## src/rtl/mem_stage_mc_if.sv

```systemverilog
// mem_stage_mc_if: the bundle of signals between EXE, the data RAM response,
// the MEM stage and WB.
//
// Parameters: DATA_W (32 or 64), PC_W, RF_AW.
// Modports:
//   slave  - the MEM stage itself (takes EXE fields, RAM response and
//            WB_allow_in; drives MEM_allow_in and the MEM_* outputs)
//   master - the surrounding pipeline / bench (the opposite directions)
// With MEM_FWD_EN defined, the forwarding outputs MEM_fwd_valid,
// MEM_fwd_waddr, MEM_fwd_data and MEM_fwd_stall are added.
//
// Handshake: an instruction moves EXE->MEM on a cycle where
// EXE_to_MEM_valid & MEM_allow_in, and MEM->WB on a cycle where
// MEM_to_WB_valid & WB_allow_in. Both are sampled on the rising clock edge.
interface mem_stage_mc_if #(
  parameter int DATA_W = 32,
  parameter int PC_W   = 32,
  parameter int RF_AW  = 5
);
  logic              EXE_to_MEM_valid;
  logic              MEM_allow_in;
  logic [PC_W-1:0]   EXE_pc;
  logic [DATA_W-1:0] EXE_alu_res;
  logic [RF_AW-1:0]  EXE_rf_waddr;
  logic [1:0]        EXE_rf_wsel;
  logic              EXE_rf_wen;
  logic              EXE_is_load;
  logic [2:0]        EXE_load_type;
  logic              data_ram_data_ok;
  logic [DATA_W-1:0] data_ram_r_data;
  logic              WB_allow_in;
  logic              MEM_to_WB_valid;
  logic [PC_W-1:0]   MEM_pc;
  logic [DATA_W-1:0] MEM_alu_res;
  logic [DATA_W-1:0] MEM_load_data;
  logic [RF_AW-1:0]  MEM_rf_waddr;
  logic [1:0]        MEM_rf_wsel;
  logic              MEM_rf_wen;
`ifdef MEM_FWD_EN
  logic              MEM_fwd_valid;
  logic [RF_AW-1:0]  MEM_fwd_waddr;
  logic [DATA_W-1:0] MEM_fwd_data;
  logic              MEM_fwd_stall;
`endif

  modport slave (
`ifdef MEM_FWD_EN
    output MEM_fwd_valid, MEM_fwd_waddr, MEM_fwd_data, MEM_fwd_stall,
`endif
    input  EXE_to_MEM_valid, EXE_pc, EXE_alu_res, EXE_rf_waddr, EXE_rf_wsel,
           EXE_rf_wen, EXE_is_load, EXE_load_type, data_ram_data_ok,
           data_ram_r_data, WB_allow_in,
    output MEM_allow_in, MEM_to_WB_valid, MEM_pc, MEM_alu_res, MEM_load_data,
           MEM_rf_waddr, MEM_rf_wsel, MEM_rf_wen
  );

  modport master (
`ifdef MEM_FWD_EN
    input  MEM_fwd_valid, MEM_fwd_waddr, MEM_fwd_data, MEM_fwd_stall,
`endif
    output EXE_to_MEM_valid, EXE_pc, EXE_alu_res, EXE_rf_waddr, EXE_rf_wsel,
           EXE_rf_wen, EXE_is_load, EXE_load_type, data_ram_data_ok,
           data_ram_r_data, WB_allow_in,
    input  MEM_allow_in, MEM_to_WB_valid, MEM_pc, MEM_alu_res, MEM_load_data,
           MEM_rf_waddr, MEM_rf_wsel, MEM_rf_wen
  );
endinterface

```

## src/rtl/mem_stage_mc.sv

```systemverilog
// mem_stage_mc: MEM pipeline stage with a variable-latency data-RAM load
// response. Holds one instruction, waits for data_ok on loads, buffers the
// load data while WB stalls, and performs lane selection plus sign/zero
// extension before WB.
//
// Parameters: DATA_W (32 or 64), PC_W, RF_AW.
// Ports:
//   clk          rising-edge clock
//   reset        asynchronous active-low reset
//   bus          mem_stage_mc_if.slave (EXE fields, RAM response, WB
//                handshake and the registered MEM_* outputs)
//   dbg_state_o  current FSM state (0 EMPTY, 1 NONLOAD, 2 WAIT, 3 HOLD)
// Optional feature: define MEM_FWD_EN to add the MEM_fwd_* forwarding
// outputs; without it those ports and their logic are absent.
//
// Handshake: valid/allow_in/ready_go. MEM accepts from EXE when
// EXE_to_MEM_valid & MEM_allow_in; it hands to WB when
// MEM_to_WB_valid & WB_allow_in. A handoff and a new capture may happen in
// the same cycle, so back-to-back instructions flow without a bubble.
module mem_stage_mc #(
  parameter int DATA_W = 32,
  parameter int PC_W   = 32,
  parameter int RF_AW  = 5
) (
  input  logic             clk,
  input  logic             reset,
  mem_stage_mc_if.slave    bus,
  output logic [1:0]       dbg_state_o
);
  localparam int OFF_W = $clog2(DATA_W / 8);

  // The state also encodes MEM_valid (!= EMPTY), is_load (WAIT/HOLD) and
  // buf_valid (HOLD).
  typedef enum logic [1:0] {
    S_EMPTY   = 2'd0,
    S_NONLOAD = 2'd1,
    S_WAIT    = 2'd2,
    S_HOLD    = 2'd3
  } state_e;

  state_e            state_q, state_d;
  logic [PC_W-1:0]   pc_q;
  logic [DATA_W-1:0] alu_res_q;
  logic [RF_AW-1:0]  rf_waddr_q;
  logic [1:0]        rf_wsel_q;
  logic              rf_wen_q;
  logic [2:0]        load_type_q;
  logic [DATA_W-1:0] buf_q;

  logic mem_valid, is_load, data_ok_now, ready_go, allow_in, capture, handoff;

  assign mem_valid   = (state_q != S_EMPTY);
  assign is_load     = (state_q == S_WAIT) || (state_q == S_HOLD);
  // data_ok outside WAIT is ignored, which also drops stray responses that
  // arrive after a reset discarded the waiting load.
  assign data_ok_now = (state_q == S_WAIT) && bus.data_ram_data_ok;
  assign ready_go    = !is_load || data_ok_now || (state_q == S_HOLD);
  assign allow_in    = !mem_valid || (bus.WB_allow_in && ready_go);
  assign capture     = bus.EXE_to_MEM_valid && allow_in;
  assign handoff     = mem_valid && ready_go && bus.WB_allow_in;

  always_comb begin
    state_d = state_q;
    if (capture) begin
      state_d = bus.EXE_is_load ? S_WAIT : S_NONLOAD;
    end else if (handoff) begin
      state_d = S_EMPTY;
    end else if (data_ok_now) begin
      // Data arrived but WB is stalled: park it in the buffer.
      state_d = S_HOLD;
    end
  end

  always_ff @(posedge clk or negedge reset) begin
    if (!reset) begin
      state_q     <= S_EMPTY;
      pc_q        <= '0;
      alu_res_q   <= '0;
      rf_waddr_q  <= '0;
      rf_wsel_q   <= '0;
      rf_wen_q    <= 1'b0;
      load_type_q <= '0;
      buf_q       <= '0;
    end else begin
      state_q <= state_d;
      if (capture) begin
        pc_q        <= bus.EXE_pc;
        alu_res_q   <= bus.EXE_alu_res;
        rf_waddr_q  <= bus.EXE_rf_waddr;
        rf_wsel_q   <= bus.EXE_rf_wsel;
        rf_wen_q    <= bus.EXE_rf_wen;
        load_type_q <= bus.EXE_load_type;
      end
      if (data_ok_now && !bus.WB_allow_in) begin
        buf_q <= bus.data_ram_r_data;
      end
    end
  end

  // Lane selection. Misaligned offsets are rounded down to the field size.
  logic [DATA_W-1:0] raw;
  logic [OFF_W-1:0]  off_b, off_h, off_w;
  logic [7:0]        field_b;
  logic [15:0]       field_h;
  logic [31:0]       field_w;
  logic [DATA_W-1:0] ext;

  assign raw     = (state_q == S_HOLD) ? buf_q : bus.data_ram_r_data;
  assign off_b   = alu_res_q[OFF_W-1:0];
  assign off_h   = off_b & ~OFF_W'(1);
  assign off_w   = off_b & ~OFF_W'(3);   // always 0 when DATA_W is 32
  assign field_b = 8'(raw >> {off_b, 3'b000});
  assign field_h = 16'(raw >> {off_h, 3'b000});
  assign field_w = 32'(raw >> {off_w, 3'b000});

  always_comb begin
    ext = raw;
    case (load_type_q)
      3'd0:    ext = DATA_W'($signed(field_b));
      3'd1:    ext = DATA_W'(field_b);
      3'd2:    ext = DATA_W'($signed(field_h));
      3'd3:    ext = DATA_W'(field_h);
      3'd4:    ext = DATA_W'($signed(field_w));
      3'd5:    ext = DATA_W'(field_w);      // full word when DATA_W is 32
      default: ext = raw;                   // LD: whole datapath word
    endcase
  end

  assign bus.MEM_allow_in    = allow_in;
  assign bus.MEM_to_WB_valid = mem_valid && ready_go;
  assign bus.MEM_pc          = pc_q;
  assign bus.MEM_alu_res     = alu_res_q;
  assign bus.MEM_load_data   = ext;
  assign bus.MEM_rf_waddr    = rf_waddr_q;
  assign bus.MEM_rf_wsel     = rf_wsel_q;
  assign bus.MEM_rf_wen      = rf_wen_q;
  assign dbg_state_o         = state_q;

`ifdef MEM_FWD_EN
  // A load forwards its extended data only once it is ready; until then ID
  // must interlock on MEM_fwd_stall.
  assign bus.MEM_fwd_valid = mem_valid && rf_wen_q;
  assign bus.MEM_fwd_waddr = rf_waddr_q;
  assign bus.MEM_fwd_data  = (is_load && ready_go) ? ext : alu_res_q;
  assign bus.MEM_fwd_stall = mem_valid && is_load && !ready_go;
`endif
endmodule

```

## src/flat_wrapper.sv

```systemverilog
// flat-port wrapper written by rule: the top's interface ports become plain ports
module mem_stage_mc_flat 
#(
  parameter int DATA_W = 32,
  parameter int PC_W   = 32,
  parameter int RF_AW  = 5
)
  (clk, reset, dbg_state_o, bus_EXE_to_MEM_valid, bus_EXE_pc, bus_EXE_alu_res, bus_EXE_rf_waddr, bus_EXE_rf_wsel, bus_EXE_rf_wen, bus_EXE_is_load, bus_EXE_load_type, bus_data_ram_data_ok, bus_data_ram_r_data, bus_WB_allow_in, bus_MEM_allow_in, bus_MEM_to_WB_valid, bus_MEM_pc, bus_MEM_alu_res, bus_MEM_load_data, bus_MEM_rf_waddr, bus_MEM_rf_wsel, bus_MEM_rf_wen);
  mem_stage_mc_if #(.DATA_W(DATA_W), .PC_W(PC_W), .RF_AW(RF_AW)) bus_i ();
  input  logic clk;
  input  logic reset;
  output logic [1:0] dbg_state_o;
  input wire logic [$bits(bus_i.EXE_to_MEM_valid)-1:0] bus_EXE_to_MEM_valid;
  input wire logic [$bits(bus_i.EXE_pc)-1:0] bus_EXE_pc;
  input wire logic [$bits(bus_i.EXE_alu_res)-1:0] bus_EXE_alu_res;
  input wire logic [$bits(bus_i.EXE_rf_waddr)-1:0] bus_EXE_rf_waddr;
  input wire logic [$bits(bus_i.EXE_rf_wsel)-1:0] bus_EXE_rf_wsel;
  input wire logic [$bits(bus_i.EXE_rf_wen)-1:0] bus_EXE_rf_wen;
  input wire logic [$bits(bus_i.EXE_is_load)-1:0] bus_EXE_is_load;
  input wire logic [$bits(bus_i.EXE_load_type)-1:0] bus_EXE_load_type;
  input wire logic [$bits(bus_i.data_ram_data_ok)-1:0] bus_data_ram_data_ok;
  input wire logic [$bits(bus_i.data_ram_r_data)-1:0] bus_data_ram_r_data;
  input wire logic [$bits(bus_i.WB_allow_in)-1:0] bus_WB_allow_in;
  output wire logic [$bits(bus_i.MEM_allow_in)-1:0] bus_MEM_allow_in;
  output wire logic [$bits(bus_i.MEM_to_WB_valid)-1:0] bus_MEM_to_WB_valid;
  output wire logic [$bits(bus_i.MEM_pc)-1:0] bus_MEM_pc;
  output wire logic [$bits(bus_i.MEM_alu_res)-1:0] bus_MEM_alu_res;
  output wire logic [$bits(bus_i.MEM_load_data)-1:0] bus_MEM_load_data;
  output wire logic [$bits(bus_i.MEM_rf_waddr)-1:0] bus_MEM_rf_waddr;
  output wire logic [$bits(bus_i.MEM_rf_wsel)-1:0] bus_MEM_rf_wsel;
  output wire logic [$bits(bus_i.MEM_rf_wen)-1:0] bus_MEM_rf_wen;
  assign bus_i.EXE_to_MEM_valid = bus_EXE_to_MEM_valid;
  assign bus_i.EXE_pc = bus_EXE_pc;
  assign bus_i.EXE_alu_res = bus_EXE_alu_res;
  assign bus_i.EXE_rf_waddr = bus_EXE_rf_waddr;
  assign bus_i.EXE_rf_wsel = bus_EXE_rf_wsel;
  assign bus_i.EXE_rf_wen = bus_EXE_rf_wen;
  assign bus_i.EXE_is_load = bus_EXE_is_load;
  assign bus_i.EXE_load_type = bus_EXE_load_type;
  assign bus_i.data_ram_data_ok = bus_data_ram_data_ok;
  assign bus_i.data_ram_r_data = bus_data_ram_r_data;
  assign bus_i.WB_allow_in = bus_WB_allow_in;
  assign bus_MEM_allow_in = bus_i.MEM_allow_in;
  assign bus_MEM_to_WB_valid = bus_i.MEM_to_WB_valid;
  assign bus_MEM_pc = bus_i.MEM_pc;
  assign bus_MEM_alu_res = bus_i.MEM_alu_res;
  assign bus_MEM_load_data = bus_i.MEM_load_data;
  assign bus_MEM_rf_waddr = bus_i.MEM_rf_waddr;
  assign bus_MEM_rf_wsel = bus_i.MEM_rf_wsel;
  assign bus_MEM_rf_wen = bus_i.MEM_rf_wen;
  mem_stage_mc #(.DATA_W(DATA_W), .PC_W(PC_W), .RF_AW(RF_AW)) u_core (.clk(clk), .reset(reset), .bus(bus_i), .dbg_state_o(dbg_state_o));
endmodule
```

## config.mk

```make
export PLATFORM = sky130hd
export DESIGN_NAME = mem_stage_mc_flat
export DESIGN_NICKNAME = d
export VERILOG_FILES = /design/src/rtl/mem_stage_mc_if.sv /design/src/rtl/mem_stage_mc.sv /design/src/flat_wrapper.sv
export SDC_FILE = /design/constraint.sdc
export NUM_CORES = 1
export LEC_CHECK = 0
export BUFFER_PORTS_ARGS = -buffer_cell sky130_fd_sc_hd__buf_2
export CAP_MARGIN = 5
export CELL_PAD_IN_SITES_DETAIL_PLACEMENT = 1
export CELL_PAD_IN_SITES_GLOBAL_PLACEMENT = 1
export CORE_MARGIN = 10
export CORE_UTILIZATION = 37
export CTS_CLUSTER_SIZE = 14
export DETAILED_ROUTE_END_ITERATION = 8
export GPL_TIMING_DRIVEN = 1
export PLACE_DENSITY = 0.77
export SLEW_MARGIN = 20
export SYNTH_ARGS = -nofsm -noshare
export SYNTH_HDL_FRONTEND = slang
export SYNTH_SLANG_ARGS = --single-unit
```

## constraint.sdc

```tcl
create_clock -name clk -period 2.15 [get_ports clk]
set_clock_uncertainty 0.05 [all_clocks]
set_input_delay 0 -clock clk [delete_from_list [all_inputs] [get_ports clk]]
set_output_delay 0 -clock clk [all_outputs]
set_load 0.1 [all_outputs]
```

Word level (Yosys, flattened, before mapping)
Cells that the tools add are included.

Input port bits: 113. Word-level logic and storage cells: 37. Output and inout port bits: 108. Bits in registers: 109.

Shift operators: 2. Equal/unequal tests: 5. Mux-type cells: 6. Reductions and logical operators: 16.

Operator list (number): 32-bit one-hot mux with 4 select lines (1); 32-bit two-way mux (1); 32-bit by 5-bit right shift with 16-bit output (1); 32-bit by 5-bit right shift with 8-bit output (1); 2-bit two-way mux (4); 3-bit by 2-bit equality test with 1-bit output (second input constant) (2); 1-bit logical AND (6); 2-bit equality test (second input constant) (2); 1-bit logical OR (4); 3-bit by 1-bit equality test with 1-bit output (second input constant) (1); 1-bit zero test (3); 3-bit zero test (1); 3-bit nonzero test (1); 2-bit nonzero test (1).

Depth between registers and ports, before layout
Gate-level depths: netlist of the first run.

Word-level depth: 9. Gate-level depth with buffers: 7.

Worst setup path before layout of the first run
OpenSTA, ideal clock, no wires.

Path kind: reg-to-output. Start: reg u_core.state_q[1] (netlist: u_core.dbg_state_o[1]). End: out bus_MEM_load_data[7]. Data arrival time: 4.171 ns. Path slack: -2.071 ns. Stages on the path, launching flop included: 6. Path buffers: 1. Required time: 2.100 ns. Path through: dfrtp_1 > nand2_4 > buf_2 > mux2_2 > o22ai_1 > a221oi_1.

Longest elaborated chain between the ends: 4.

Ends and longest elaborated chain: start, declared (RTL line mem_stage_mc.sv:41) `state_e state_q, state_d;`; start signal, assigned (RTL line mem_stage_mc.sv:85) `state_q <= state_d;`; 2-bit equality test (*) (RTL line mem_stage_mc.sv:108) `assign raw = (state_q == S_HOLD) ? buf_q : bus.data_ram_r_data;`; 32-bit two-way mux (*) (RTL line mem_stage_mc.sv:108); 32-bit by 5-bit right shift with 16-bit output or 32-bit by 5-bit right shift with 8-bit output (tied branches) (RTL line mem_stage_mc.sv:113, mem_stage_mc.sv:112); 32-bit one-hot mux with 4 select lines (*) (RTL line mem_stage_mc.sv:118) `case (load_type_q)`; end, declared (RTL line flat_wrapper.sv:28) `output wire logic [$bits(bus_i.MEM_load_data)-1:0] bus_MEM_load_data;`.

Mark *: on every way between the ends. The rest lies on a longest branch, timed or not.

Final worst setup path of the first run
Start: reg u_core.state_q[0] (netlist: u_core.dbg_state_o[0]). End: out bus_MEM_load_data[11].

Same word-level chain as after synthesis.

==> metrics.txt, run 1 <==
# TYPE chip_impl_metric gauge
chip_impl_metric{name="post_route_cells_drive_above_1_share",unit="%"} 58.52
chip_impl_metric{name="placed_cell_area",unit="µm²"} 7109
chip_impl_metric{name="layout.cell_area.non_filler",unit="µm²"} 8996
chip_impl_metric{name="cts_inserted_buffers",unit=""} 9
chip_impl_metric{name="worstSkewPairLatency",unit="ps"} 340
chip_impl_metric{name="final_cells",unit=""} 930
chip_impl_metric{name="maximum_capacitance_violations",unit=""} 0
chip_impl_metric{name="grt_overflow",unit=""} 0
chip_impl_metric{name="placeableCoreArea",unit="µm²"} 13930
chip_impl_info{name="path_delay_family",value="multiplexers"} 1
chip_impl_metric{name="period_share",unit="%"} 110.2
chip_impl_metric{name="syn-mean-instance-area",unit="µm²"} 13.52
chip_impl_metric{name="synthesis.nets",unit=""} 503
chip_impl_metric{name="layout-area-overhead-vs-synth",unit="%"} 70.58
chip_impl_metric{name="floorplan.io_pins",unit=""} 221
chip_impl_metric{name="synthesis.area",unit="µm²"} 5274
chip_impl_metric{name="timing_hold_violations_final",unit=""} 0
chip_impl_metric{name="num-nets-final",unit=""} 853
chip_impl_metric{name="synthDominantCellAreaShare",unit="%"} 51.72
chip_impl_metric{name="worst_setup_hold_path_clk_slew",unit="ps"} 70
chip_impl_metric{name="synth.ff_latch_count",unit=""} 109
chip_impl_info{name="synth.top_cells.by_count",value="sky130_fd_sc_hd__dfrtp_1 (109), sky130_fd_sc_hd__mux2_2 (103), sky130_fd_sc_hd__mux2i_1 (17)"} 1
chip_impl_metric{name="postRouteWirelength",unit="mm"} 22.97
chip_impl_metric{name="power.internal",unit="mW"} 6.190
chip_impl_metric{name="synth-seq-area-share",unit="%"} 51.72
chip_impl_metric{name="routed-via-count",unit=""} 4915
chip_impl_metric{name="p_switching",unit="mW"} 7.644
chip_impl_info{name="cts_tree",value="built"} 1
chip_impl_metric{name="worstPathRequired",unit="ps"} 2100
chip_impl_info{name="yosysTopAreaCell",value="sky130_fd_sc_hd__dfrtp_1"} 1
chip_impl_metric{name="setup-violations-final",unit=""} 31
chip_impl_info{name="grt_setup_unrepaired",value="true"} 1
chip_impl_metric{name="critical_path.max_fanout",unit=""} 8
chip_impl_metric{name="asyncSetResetFlopFracSynth",unit="%"} 100.0
chip_impl_metric{name="power.leakage",unit="nW"} 4.059
chip_impl_metric{name="detail_route.first_pass.iterations",unit=""} 4
chip_impl_metric{name="multi_input_comb_area",unit="µm²"} 2720
chip_impl_metric{name="placed_cells",unit=""} 794
chip_impl_metric{name="max-slew-margin-rel",unit="%"} 62.08
chip_impl_metric{name="drcViolationCount",unit=""} 0
chip_impl_metric{name="route.detailed.vias_per_inst",unit=""} 5.285
chip_impl_metric{name="first_iter_violations",unit=""} 214
chip_impl_info{name="critical-path-top-cell-by-count",value="sky130_fd_sc_hd__buf_12"} 1
chip_impl_metric{name="critPathBufInv",unit=""} 3
chip_impl_metric{name="slowest_delay",unit="ps"} 530
chip_impl_metric{name="max_clock_freq",unit="GHz"} 0.4221
chip_impl_metric{name="num-fill-cells",unit=""} 1343
chip_impl_metric{name="floorplan.rows",unit=""} 43
chip_impl_info{name="timing.critical_path.from_type",value="flip-flop"} 1
chip_impl_metric{name="finalWorstPathRequiredPeriod",unit="ps"} 2369
chip_impl_info{name="ctsRootBufferMaster",value="sky130_fd_sc_hd__clkbuf_16"} 1
chip_impl_metric{name="clock_sinks",unit=""} 109
chip_impl_metric{name="wl_per_cell",unit="µm"} 24.70
chip_impl_metric{name="first_global_vias",unit=""} 5804
chip_impl_metric{name="finalWeightedCongestion",unit=""} 0.8444
chip_impl_metric{name="grt.total_usage",unit="%"} 22.73
chip_impl_metric{name="grt_antenna_before_repair",unit=""} 5
chip_impl_metric{name="finalWorstSetupSlack",unit="ps"} -219.3
chip_impl_metric{name="global_route_wire_length_before_repair",unit="mm"} 35.07
chip_impl_info{name="min_path_type",value="input pin to flip-flop"} 1
chip_impl_metric{name="io_buffer_count",unit=""} 220
chip_impl_metric{name="power_frac_clock",unit="%"} 11.9
chip_impl_info{name="slowest_stage",value="sky130_fd_sc_hd__mux4_2"} 1
chip_impl_metric{name="power.switching_fraction",unit="%"} 55.26
chip_impl_metric{name="die_y",unit="µm"} 139.4
chip_impl_info{name="synthMostInstantiatedCell",value="sky130_fd_sc_hd__dfrtp_1"} 1
chip_impl_metric{name="power_frac_comb",unit="%"} 64.9
chip_impl_metric{name="largest_vdd_supply_drop",unit="µV"} 844.0
chip_impl_metric{name="tightestPinTransition",unit="ps"} 567.6
chip_impl_metric{name="drt.antenna.violating_nets",unit=""} 0
chip_impl_metric{name="clk_path_buf_depth",unit=""} 2
chip_impl_info{name="critical_path_class",value="flip-flop to primary output"} 1
chip_impl_metric{name="synthesis_warning_total",unit=""} 0
chip_impl_metric{name="die_area",unit="µm²"} 19430
chip_impl_info{name="critical_path.cell_chain",value="nand2_8 > mux4_2 > a22oi_2 > buf_6 > buf_12 > o221ai_4 > buf_12"} 1
chip_impl_info{name="synth.area.top_cells",value="sky130_fd_sc_hd__dfrtp_1 (52%), sky130_fd_sc_hd__mux2_2 (22%), sky130_fd_sc_hd__mux4_2 (4.3%)"} 1
chip_impl_metric{name="power.density_cell_area",unit="nW/µm²"} 1538
chip_impl_metric{name="start_util",unit="%"} 37.85
chip_impl_info{name="outcome",value="finished with violations"} 1
chip_impl_metric{name="die_width",unit="µm"} 139.4
chip_impl_metric{name="synthCells",unit=""} 390
chip_impl_info{name="synth_top_flop_cell",value="sky130_fd_sc_hd__dfrtp_1"} 1
chip_impl_metric{name="drv_slew",unit=""} 0
chip_impl_metric{name="grt_max_degree",unit=""} 62
chip_impl_metric{name="ctsHtreeMaxLevel",unit=""} 3
chip_impl_metric{name="synth_edf_count",unit=""} 0
chip_impl_info{name="violations_in_the_final_reports",value="setup timing"} 1
chip_impl_metric{name="finalPower",unit="mW"} 13.83
chip_impl_metric{name="power_frac_seq",unit="%"} 23.2
chip_impl_metric{name="arrival",unit="ps"} 2320
chip_impl_metric{name="ys_types",unit=""} 41
chip_impl_info{name="cp_endpoint_kind",value="primary output"} 1
chip_impl_metric{name="seq_area",unit="µm²"} 2740
chip_impl_metric{name="dp.final_hpwl",unit="mm"} 14.88
chip_impl_metric{name="preCtsSetupSlack",unit="ps"} -5.202
-- registers in the layout (all words and copies together), names as in the netlist --
register,cells
u_core.buf_q,32
u_core.bus.MEM_alu_res,32
u_core.bus.MEM_pc,32
u_core.bus.MEM_rf_waddr,5
u_core.load_type_q,3
u_core.bus.MEM_rf_wsel,2
u_core.dbg_state_o,2
u_core.bus.MEM_rf_wen,1
-- what timing repair did --
item | 4_1_cts | 5_1_grt
setup buffers | 1 | 3
cloned | 1 | 0
setup endpoints to repair | 32 | 32
gates resized for setup | 100 | 11
hold buffers | 110 | 0
endpoints found under the hold margin | 217 | 0
pin swaps | 15 | 3
-- stage by stage --
stage	setup TNS [ps]	util (%)	hold WS (ps)
after floorplan	-21350	-	-345.6
after global placement	0	51.02	-123.2
after detailed placement	-5.202	51.02	-118.3
after CTS	-5982	63.91	19.19
after global routing	-7342	64.54	46.13
final	-5125	64.56	50.15
-- power by group through the flow --
stage,registers [mW],logic (mW),clock network [mW]
3_5_place_dp,3.17,7.92,0
3_3_place_gp,3.11,7.82,0
2_1_floorplan,5.67,3.81,0
4_1_cts,3.15,8.81,1.69
6_report,3.21,8.97,1.65
5_1_grt,3.28,9.23,1.79
-- tightest hold or removal path: cells and delay by family --
| kind | cells | cell delay [ps] |
|---|---|---|
| simple gates | 2 | 180 |
| buf+inv | 1 | 120 |
| compound gates | 1 | 80 |
-- cells in the final DEF (no fill, tap or decap), types with 2 or more instances in the layout --
cell and instances:
sky130_fd_sc_hd__mux4_2 10, sky130_fd_sc_hd__a211oi_1 10, sky130_fd_sc_hd__buf_4 32, sky130_fd_sc_hd__mux2i_2 2, sky130_fd_sc_hd__buf_6 6, sky130_fd_sc_hd__o22a_1 2
sky130_fd_sc_hd__a21oi_1 3, sky130_fd_sc_hd__a21oi_4 5, sky130_fd_sc_hd__o211a_4 5, sky130_fd_sc_hd__mux2_2 103, sky130_fd_sc_hd__inv_1 3, sky130_fd_sc_hd__nand2b_1 3
sky130_fd_sc_hd__a21oi_2 4, sky130_fd_sc_hd__dlygate4sd3_1 110, sky130_fd_sc_hd__mux2_1 7, sky130_fd_sc_hd__buf_2 187, sky130_fd_sc_hd__nor2b_1 2, sky130_fd_sc_hd__mux2i_1 14
sky130_fd_sc_hd__a22oi_2 14, sky130_fd_sc_hd__clkbuf_16 9, sky130_fd_sc_hd__o21ai_0 2, sky130_fd_sc_hd__buf_12 31, sky130_fd_sc_hd__nand2_1 12, sky130_fd_sc_hd__clkinvlp_4 3
sky130_fd_sc_hd__dfrtp_4 3, sky130_fd_sc_hd__o22ai_1 6, sky130_fd_sc_hd__o221ai_4 2, sky130_fd_sc_hd__and3_1 6, sky130_fd_sc_hd__o211ai_1 5, sky130_fd_sc_hd__dfrtp_1 105
sky130_fd_sc_hd__nor2_1 13, sky130_fd_sc_hd__inv_6 2, sky130_fd_sc_hd__a32oi_4 3, sky130_fd_sc_hd__diode_2 5
-- routing by layer --
layer | GRT usage [%] | vias up | routed length, µm
li1 | - | 2160 | -
met1 | 24.90 | 2523 | 8836
met2 | 41.22 | 216 | 12040
met3 | 8.132 | 16 | 1840
met4 | 4.503 | 0 | 252
met5 | 0 | - | 0
-- cells by family after synthesis --
kind of cell,after synthesis,share of synthesized area [%]
AND/OR/NAND/NOR,44,4.081
flip-flops,109,51.72
AO/OA/AOI/OAI,68,9.704
buffers and inverters,32,3.511
multiplexers,137,30.98
-- area by class of cell --
class | instances | share of cell area, %
inverters | 4 | 0.1669
multi-input cells | 249 | 30.24
repair buffers | 367 | 33.27
clock buffers | 10 | 2.656
well taps | 180 | 2.503
diodes | 5 | 0.1391
clock inverters | 6 | 0.5702
flip-flops and latches | 109 | 30.46
-- path summary, 6_finish.rpt --
check                                           from                   endpoint  slack (ps)  depth (start not counted)
max                            u_core.dbg_state_o[0]      bus_MEM_load_data[11]        -220                          7
min                             bus_data_ram_data_ok      u_core.dbg_state_o[1]          50                          4
max reg2reg                    u_core.dbg_state_o[0]      u_core.bus.MEM_pc[19]         110                          6
min reg2reg                u_core.bus.MEM_alu_res[7]  u_core.bus.MEM_alu_res[7]         450                          1
max in group asynchronous                      reset      u_core.bus.MEM_pc[15]        1300                          3
min in group asynchronous                      reset           u_core.buf_q[21]          60                          2
Power figures use the tool's default switching activity.
==> run 2: changes to the inputs <==
- CORE_UTILIZATION: 37 -> 40
- PLACE_DENSITY: 0.77 -> 0.82
- clock period: 2.15 -> 3.1 ns (I/O delays scaled with it)
==> run 2 against run 1 <==
Net effect: critical path type unchanged; power is 38% lower; clock power shrank 34%; wire length decreased by 2.9%; the run now ends clean; critical endpoint is now bus_MEM_load_data[23]; largest power group unchanged; via count decreased by 2.3%; count of clock-buffer cells in the layout up 3; combinational power down 41%.
==> metrics.txt, run 2 (synthesized netlist as in run 1, its figures left out) <==
# TYPE chip_impl_metric gauge
chip_impl_metric{name="max_clock_freq",unit="GHz"} 0.3459
chip_impl_metric{name="start_util",unit="%"} 41.29
chip_impl_metric{name="wl_per_cell",unit="µm"} 24.94
chip_impl_metric{name="clk_path_buf_depth",unit=""} 2
chip_impl_metric{name="layout-area-overhead-vs-synth",unit="%"} 51.15
chip_impl_metric{name="grt.total_usage",unit="%"} 24.22
chip_impl_metric{name="worstPathRequired",unit="ps"} 3050
chip_impl_info{name="grt_setup_unrepaired",value="false"} 1
chip_impl_metric{name="finalWorstPathRequiredPeriod",unit="ps"} 2891
chip_impl_metric{name="finalWeightedCongestion",unit=""} 0.9406
chip_impl_metric{name="placed_cell_area",unit="µm²"} 6583
chip_impl_metric{name="post_cts.resized_instances",unit=""} 0
chip_impl_metric{name="hold-worst-slack",unit="ps"} 18.57
chip_impl_metric{name="final.setup.tns",unit="ps"} 0
chip_impl_metric{name="postRouteWirelength",unit="mm"} 22.29
chip_impl_info{name="timing.critical_path.from_type",value="flip-flop"} 1
chip_impl_info{name="path_delay_family",value="compound AO/OA/AOI/OAI gates"} 1
chip_impl_metric{name="die_y",unit="µm"} 134.8
chip_impl_metric{name="worstSkewPairLatency",unit="ps"} 340
chip_impl_metric{name="floorplan.rows",unit=""} 41
chip_impl_metric{name="period_share",unit="%"} 93.26
chip_impl_info{name="cts_tree",value="built"} 1
chip_impl_metric{name="timing_hold_violations_final",unit=""} 0
chip_impl_metric{name="tightestPinTransition",unit="ps"} 911.1
chip_impl_metric{name="dp.final_hpwl",unit="mm"} 14.31
chip_impl_metric{name="clock_sinks",unit=""} 109
chip_impl_metric{name="final_cells",unit=""} 894
chip_impl_metric{name="placeableCoreArea",unit="µm²"} 12770
chip_impl_metric{name="cts_hold_buffers",unit=""} 110
chip_impl_metric{name="maximum_capacitance_violations",unit=""} 0
chip_impl_metric{name="preCtsSetupSlack",unit="ps"} 403.8
chip_impl_metric{name="max-slew-margin-rel",unit="%"} 38.62
chip_impl_metric{name="global_route_wire_length_before_repair",unit="mm"} 33.98
chip_impl_metric{name="drt.antenna.violating_nets",unit=""} 0
chip_impl_info{name="outcome",value="complete, no violations"} 1
chip_impl_metric{name="power.density_cell_area",unit="nW/µm²"} 1076
chip_impl_metric{name="ctsHtreeMaxLevel",unit=""} 3
chip_impl_metric{name="cts_inserted_buffers",unit=""} 9
chip_impl_metric{name="io_buffer_count",unit=""} 220
chip_impl_metric{name="placed_cells",unit=""} 765
chip_impl_metric{name="floorplan.io_pins",unit=""} 221
chip_impl_metric{name="layout.cell_area.non_filler",unit="µm²"} 7971
chip_impl_metric{name="routed-via-count",unit=""} 4802
chip_impl_metric{name="drcViolationCount",unit=""} 0
chip_impl_metric{name="first_global_vias",unit=""} 5568
chip_impl_metric{name="power.leakage",unit="nW"} 3.773
chip_impl_metric{name="first_iter_violations",unit=""} 275
chip_impl_info{name="min_path_type",value="input pin to flip-flop"} 1
chip_impl_metric{name="die_area",unit="µm²"} 18180
chip_impl_metric{name="die_width",unit="µm"} 134.8
chip_impl_metric{name="drv_slew",unit=""} 0
chip_impl_metric{name="largest_vdd_supply_drop",unit="µV"} 700.5
chip_impl_metric{name="finalPower",unit="mW"} 8.579
chip_impl_metric{name="utilization",unit="%"} 62.41
chip_impl_metric{name="arrival",unit="ps"} 2840
chip_impl_info{name="critical_path.cell_chain",value="nand2_4 > buf_4 > mux4_2 > a31oi_4 > o2bb2a_1 > buf_2"} 1
chip_impl_metric{name="critical_path.max_fanout",unit=""} 19
chip_impl_info{name="mostFrequentLayoutCells",value="sky130_fd_sc_hd__buf_2 (219), sky130_fd_sc_hd__dlygate4sd3_1 (110), sky130_fd_sc_hd__dfrtp_1 (109), sky130_fd_sc_hd__mux2_2 (103), sky130_fd_sc_hd__mux2i_1 (17)"} 1
chip_impl_info{name="cp_endpoint_kind",value="primary output"} 1
chip_impl_metric{name="grt_antenna_before_repair",unit=""} 2
chip_impl_info{name="slowest_stage",value="sky130_fd_sc_hd__mux4_2"} 1
chip_impl_metric{name="route.detailed.vias_per_inst",unit=""} 5.371
chip_impl_metric{name="post_route_cells_drive_above_1_share",unit="%"} 51.53
chip_impl_metric{name="num-nets-final",unit=""} 828
chip_impl_metric{name="cts_setup_buffers",unit=""} 0
chip_impl_info{name="final_common_cell",value="sky130_fd_sc_hd__buf_2"} 1
chip_impl_metric{name="worst_setup_hold_path_clk_slew",unit="ps"} 70
chip_impl_metric{name="grt_max_degree",unit=""} 56
chip_impl_metric{name="setup-violations-final",unit=""} 0
chip_impl_info{name="critical_path_class",value="flip-flop to primary output"} 1
chip_impl_info{name="ctsRootBufferMaster",value="sky130_fd_sc_hd__clkbuf_16"} 1
chip_impl_metric{name="finalWorstSetupSlack",unit="ps"} 209.0
chip_impl_metric{name="slowest_delay",unit="ps"} 580
chip_impl_metric{name="detail_route.first_pass.iterations",unit=""} 4
chip_impl_metric{name="critPathBufInv",unit=""} 2
chip_impl_metric{name="num-fill-cells",unit=""} 1360
chip_impl_metric{name="grt_overflow",unit=""} 0
==> run 2: worst reg2reg max path, cell delays in order, from the launching register on <==
cell and delay, ps:
sky130_fd_sc_hd__dfrtp_1 410, sky130_fd_sc_hd__buf_4 200, sky130_fd_sc_hd__o21ai_1 190, sky130_fd_sc_hd__o21ai_1 170, sky130_fd_sc_hd__nand2_4 340, sky130_fd_sc_hd__buf_4 330, sky130_fd_sc_hd__mux2_2 400
==> run 2: final cells by class <==
| type | instances | area (µm²) | area share, % |
|---|---|---|---|
| sequential | 109 | 2728 | 34.22 |
| clock buffer | 13 | 250.2 | 3.139 |
| clock inverter | 3 | 21.27 | 0.2668 |
| multi-input combinational | 249 | 2414 | 30.28 |
| inverter | 4 | 15.01 | 0.1884 |
| antenna | 2 | 5.005 | 0.06278 |
| tap | 172 | 215.2 | 2.700 |
| timing repair buffer | 342 | 2323 | 29.15 |
==> run 2: report_power, final <==
| group | switching (mW) | total, mW | internal (mW) |
|---|---|---|---|
| combinational | 4.16 | 5.28 | 1.12 |
| sequential | 0.331 | 2.21 | 1.88 |
| clock | 0.523 | 1.09 | 0.569 |
| total | 5.01 | 8.58 | 3.57 |
==> run 2: routing by layer <==
metal / GRT usage [%] / share of wire, % / up-vias
met5: 0 / 0 / -
met3: 9.644 / 9.4 / 30
met2: 41.82 / 50 / 241
met1: 26.24 / 38 / 2429
met4: 8.646 / 2.2 / 0
li1: - / - / 2102
==> run 2: path summary, 6_finish.rpt <==
check                      cells after the start                    endpoint                  start  slack (ps)
min in group asynchronous                      2            u_core.buf_q[13]                  reset         190
hold reg to reg                                1       u_core.bus.MEM_pc[10]  u_core.bus.MEM_pc[10]         450
max in group asynchronous                      3  u_core.bus.MEM_alu_res[19]                  reset        2060
setup / recovery                               6       bus_MEM_load_data[23]  u_core.dbg_state_o[0]         210
hold / removal                                 4       u_core.dbg_state_o[1]   bus_data_ram_data_ok          20
setup reg to reg                               6   u_core.bus.MEM_alu_res[2]  u_core.dbg_state_o[0]         890
==> run 3: changes to the inputs <==
- RECOVER_POWER: not set -> 100
==> run 3 against run 2 <==
Net effect: register-to-register slack got worse by 680 ps; via count decreased by 0.52%; final area decreased by 1.6%; die area unchanged; hold slack improved by 40 ps; count of clock-buffer cells in the layout unchanged; largest power group unchanged; highest routed layer unchanged.
==> metrics.txt, run 3 (synthesized netlist as in run 1, its figures left out) <==
# TYPE chip_impl_metric gauge
chip_impl_metric{name="detail_route.first_pass.iterations",unit=""} 4
chip_impl_info{name="critical_path.cell_chain",value="nand2_4 > mux4_2 > a22oi_1 > buf_6 > a22oi_1 > clkbuf_2"} 1
chip_impl_metric{name="tightestPinTransition",unit="ps"} 1444
chip_impl_metric{name="maximum_capacitance_violations",unit=""} 0
chip_impl_metric{name="clk_path_buf_depth",unit=""} 2
chip_impl_metric{name="ctsHtreeMaxLevel",unit=""} 3
chip_impl_info{name="slowest_stage",value="sky130_fd_sc_hd__a22oi_1"} 1
chip_impl_metric{name="arrival",unit="ps"} 2890
chip_impl_metric{name="power.density_cell_area",unit="nW/µm²"} 1080
chip_impl_metric{name="post_cts.resized_instances",unit=""} 0
chip_impl_metric{name="wl_per_cell",unit="µm"} 24.72
chip_impl_metric{name="period_share",unit="%"} 94.91
chip_impl_metric{name="largest_vdd_supply_drop",unit="µV"} 682.9
chip_impl_metric{name="grt.total_usage",unit="%"} 24.22
chip_impl_metric{name="floorplan.io_pins",unit=""} 221
chip_impl_metric{name="timing_hold_violations_final",unit=""} 0
chip_impl_metric{name="drv_slew",unit=""} 0
chip_impl_info{name="crit_path_start",value="u_core.dbg_state_o[0]"} 1
chip_impl_metric{name="layout.cell_area.non_filler",unit="µm²"} 7844
chip_impl_info{name="critical-path-top-cell-by-count",value="sky130_fd_sc_hd__a22oi_1"} 1
chip_impl_metric{name="die_area",unit="µm²"} 18180
chip_impl_metric{name="slowest_delay",unit="ps"} 680
chip_impl_info{name="outcome",value="complete, no violations"} 1
chip_impl_metric{name="max_clock_freq",unit="GHz"} 0.3399
chip_impl_metric{name="finalWorstPathRequiredPeriod",unit="ps"} 2942
chip_impl_metric{name="layout-area-overhead-vs-synth",unit="%"} 48.73
chip_impl_metric{name="power.switching_fraction",unit="%"} 59.07
chip_impl_metric{name="finalWeightedCongestion",unit=""} 0.9406
chip_impl_info{name="r2r_start",value="u_core.dbg_state_o[0]"} 1
chip_impl_metric{name="global_route_wire_length_before_repair",unit="mm"} 33.98
chip_impl_metric{name="drt.antenna.violating_nets",unit=""} 0
chip_impl_info{name="final_common_cell",value="sky130_fd_sc_hd__buf_2"} 1
chip_impl_metric{name="grt_max_degree",unit=""} 56
chip_impl_metric{name="power_frac_seq",unit="%"} 26.1
chip_impl_metric{name="power_frac_clock",unit="%"} 12.8
chip_impl_metric{name="dp.final_hpwl",unit="mm"} 14.31
chip_impl_metric{name="critPathBufInv",unit=""} 2
chip_impl_metric{name="worst_setup_hold_path_clk_slew",unit="ps"} 70
chip_impl_metric{name="die_y",unit="µm"} 134.8
chip_impl_info{name="cts_tree",value="built"} 1
chip_impl_metric{name="placed_cell_area",unit="µm²"} 6583
chip_impl_metric{name="utilization",unit="%"} 61.41
chip_impl_metric{name="routed-via-count",unit=""} 4777
chip_impl_metric{name="cts_setup_buffers",unit=""} 0
chip_impl_metric{name="start_util",unit="%"} 41.29
chip_impl_info{name="mostFrequentLayoutCells",value="sky130_fd_sc_hd__buf_2 (121), sky130_fd_sc_hd__dlygate4sd3_1 (110), sky130_fd_sc_hd__dfrtp_1 (109), sky130_fd_sc_hd__mux2_2 (94), sky130_fd_sc_hd__clkbuf_1 (81)"} 1
chip_impl_metric{name="num-nets-final",unit=""} 828
chip_impl_metric{name="drcViolationCount",unit=""} 0
chip_impl_info{name="min_path_type",value="input pin to flip-flop"} 1
chip_impl_metric{name="route.detailed.vias_per_inst",unit=""} 5.343
chip_impl_metric{name="placeableCoreArea",unit="µm²"} 12770
chip_impl_metric{name="grt_antenna_before_repair",unit=""} 2
chip_impl_info{name="critical_path_class",value="flip-flop to primary output"} 1
chip_impl_metric{name="worstSkewPairLatency",unit="ps"} 340
chip_impl_metric{name="cts_inserted_buffers",unit=""} 9
chip_impl_info{name="path_delay_family",value="compound AO/OA/AOI/OAI gates"} 1
chip_impl_metric{name="die_width",unit="µm"} 134.8
chip_impl_metric{name="postRouteWirelength",unit="mm"} 22.10
chip_impl_metric{name="io_buffer_count",unit=""} 220
chip_impl_metric{name="worstPathRequired",unit="ps"} 3050
chip_impl_metric{name="power.internal",unit="mW"} 3.469
chip_impl_metric{name="floorplan.rows",unit=""} 41
chip_impl_metric{name="critical_path.max_fanout",unit=""} 18
chip_impl_metric{name="p_switching",unit="mW"} 5.005
chip_impl_metric{name="post_route_cells_drive_above_1_share",unit="%"} 39.31
chip_impl_metric{name="placed_cells",unit=""} 765
chip_impl_metric{name="grt_overflow",unit=""} 0
chip_impl_metric{name="final_cells",unit=""} 894
chip_impl_info{name="grt_setup_unrepaired",value="false"} 1
chip_impl_metric{name="power_frac_comb",unit="%"} 61.1
chip_impl_metric{name="first_global_vias",unit=""} 5568
chip_impl_info{name="ctsRootBufferMaster",value="sky130_fd_sc_hd__clkbuf_16"} 1
chip_impl_metric{name="setup-violations-final",unit=""} 0
chip_impl_metric{name="power.leakage",unit="nW"} 3.550
chip_impl_metric{name="max-slew-margin-rel",unit="%"} 3.761
chip_impl_metric{name="first_iter_violations",unit=""} 214
chip_impl_info{name="hold_path.startpoint",value="bus_data_ram_data_ok"} 1
chip_impl_info{name="cp_endpoint_kind",value="primary output"} 1
chip_impl_info{name="timing.critical_path.from_type",value="flip-flop"} 1
chip_impl_metric{name="clock_sinks",unit=""} 109
## run 3: changes by cell type in the layout (fill, tap and decap cells not counted)
cell	change
sky130_fd_sc_hd__buf_12	-1
sky130_fd_sc_hd__a22oi_1	+1
sky130_fd_sc_hd__o21ai_1	-2
sky130_fd_sc_hd__clkbuf_2	+25
sky130_fd_sc_hd__buf_4	-6
sky130_fd_sc_hd__clkbuf_1	+78
sky130_fd_sc_hd__o21ai_0	+2
sky130_fd_sc_hd__mux2_1	+9
sky130_fd_sc_hd__mux2_2	-9
sky130_fd_sc_hd__buf_2	-98
sky130_fd_sc_hd__clkbuf_4	+2
sky130_fd_sc_hd__a22oi_2	-1
## run 3: worst register-to-register path, cell delays in order (launching register included)
cell	delay, ps
sky130_fd_sc_hd__dfrtp_1	410
sky130_fd_sc_hd__clkbuf_1	280
sky130_fd_sc_hd__o21ai_0	310
sky130_fd_sc_hd__o21ai_0	270
sky130_fd_sc_hd__nand2_4	370
sky130_fd_sc_hd__clkbuf_4	610
sky130_fd_sc_hd__mux2_1	450
## run 3: what timing repair did
action	in CTS	in global routing
endpoints found under the setup margin	0	0
hold buffers	110	0
endpoints found under the hold margin	162	0
## run 3: stage by stage
stage	total power, mW	setup slack, ps	setup TNS, ps	hold slack, ps
finish	8.474	157.7	0	58.09
global route	8.781	52.47	0	82.33
CTS	8.509	11.03	0	0.2537
detailed placement	7.286	403.8	0	61.50
global placement	7.153	515.0	0	45.88
floorplan	6.354	-472.1	-36240	-345.6
## run 3: cell type report
class | count | area [µm²]
fillers | 1398 | 4930
flip-flops and latches | 109 | 2728
multi-input cells | 249 | 2409
repair buffers | 342 | 2201
clock buffers | 13 | 250.2
well taps | 172 | 215.2
clock inverters | 3 | 21.27
inverters | 4 | 15.01
diodes | 2 | 5.005
## run 3: worst paths after layout
path                            depth (start not counted)                         end  slack, ps
worst min-delay path                                    4       u_core.dbg_state_o[1]         60
worst max register to register                          6  u_core.bus.MEM_alu_res[31]        210
worst min register to register                          1       u_core.bus.MEM_pc[10]        460
max in group asynchronous                               3   u_core.bus.MEM_alu_res[9]       1590
min in group asynchronous                               2            u_core.buf_q[13]        460
worst max-delay path                                    6       bus_MEM_load_data[28]        160
## run 3: routing by layer
metal	vias up	part of all wire [%]	global-route usage [%]
li1	2106	-	-
met1	2402	37	26.24
met2	237	50	41.82
met3	32	10	9.644
met4	0	2.3	8.646
met5	-	0	0
## run 3: power by group through the flow
stage / sequential [mW] / clock (mW) / combinational, mW
floorplan: 3.92 / 0 / 2.43
detailed placement: 2.19 / 0 / 5.10
global route: 2.26 / 1.17 / 5.35
finish: 2.21 / 1.09 / 5.17
global placement: 2.13 / 0 / 5.02
CTS: 2.17 / 1.11 / 5.23
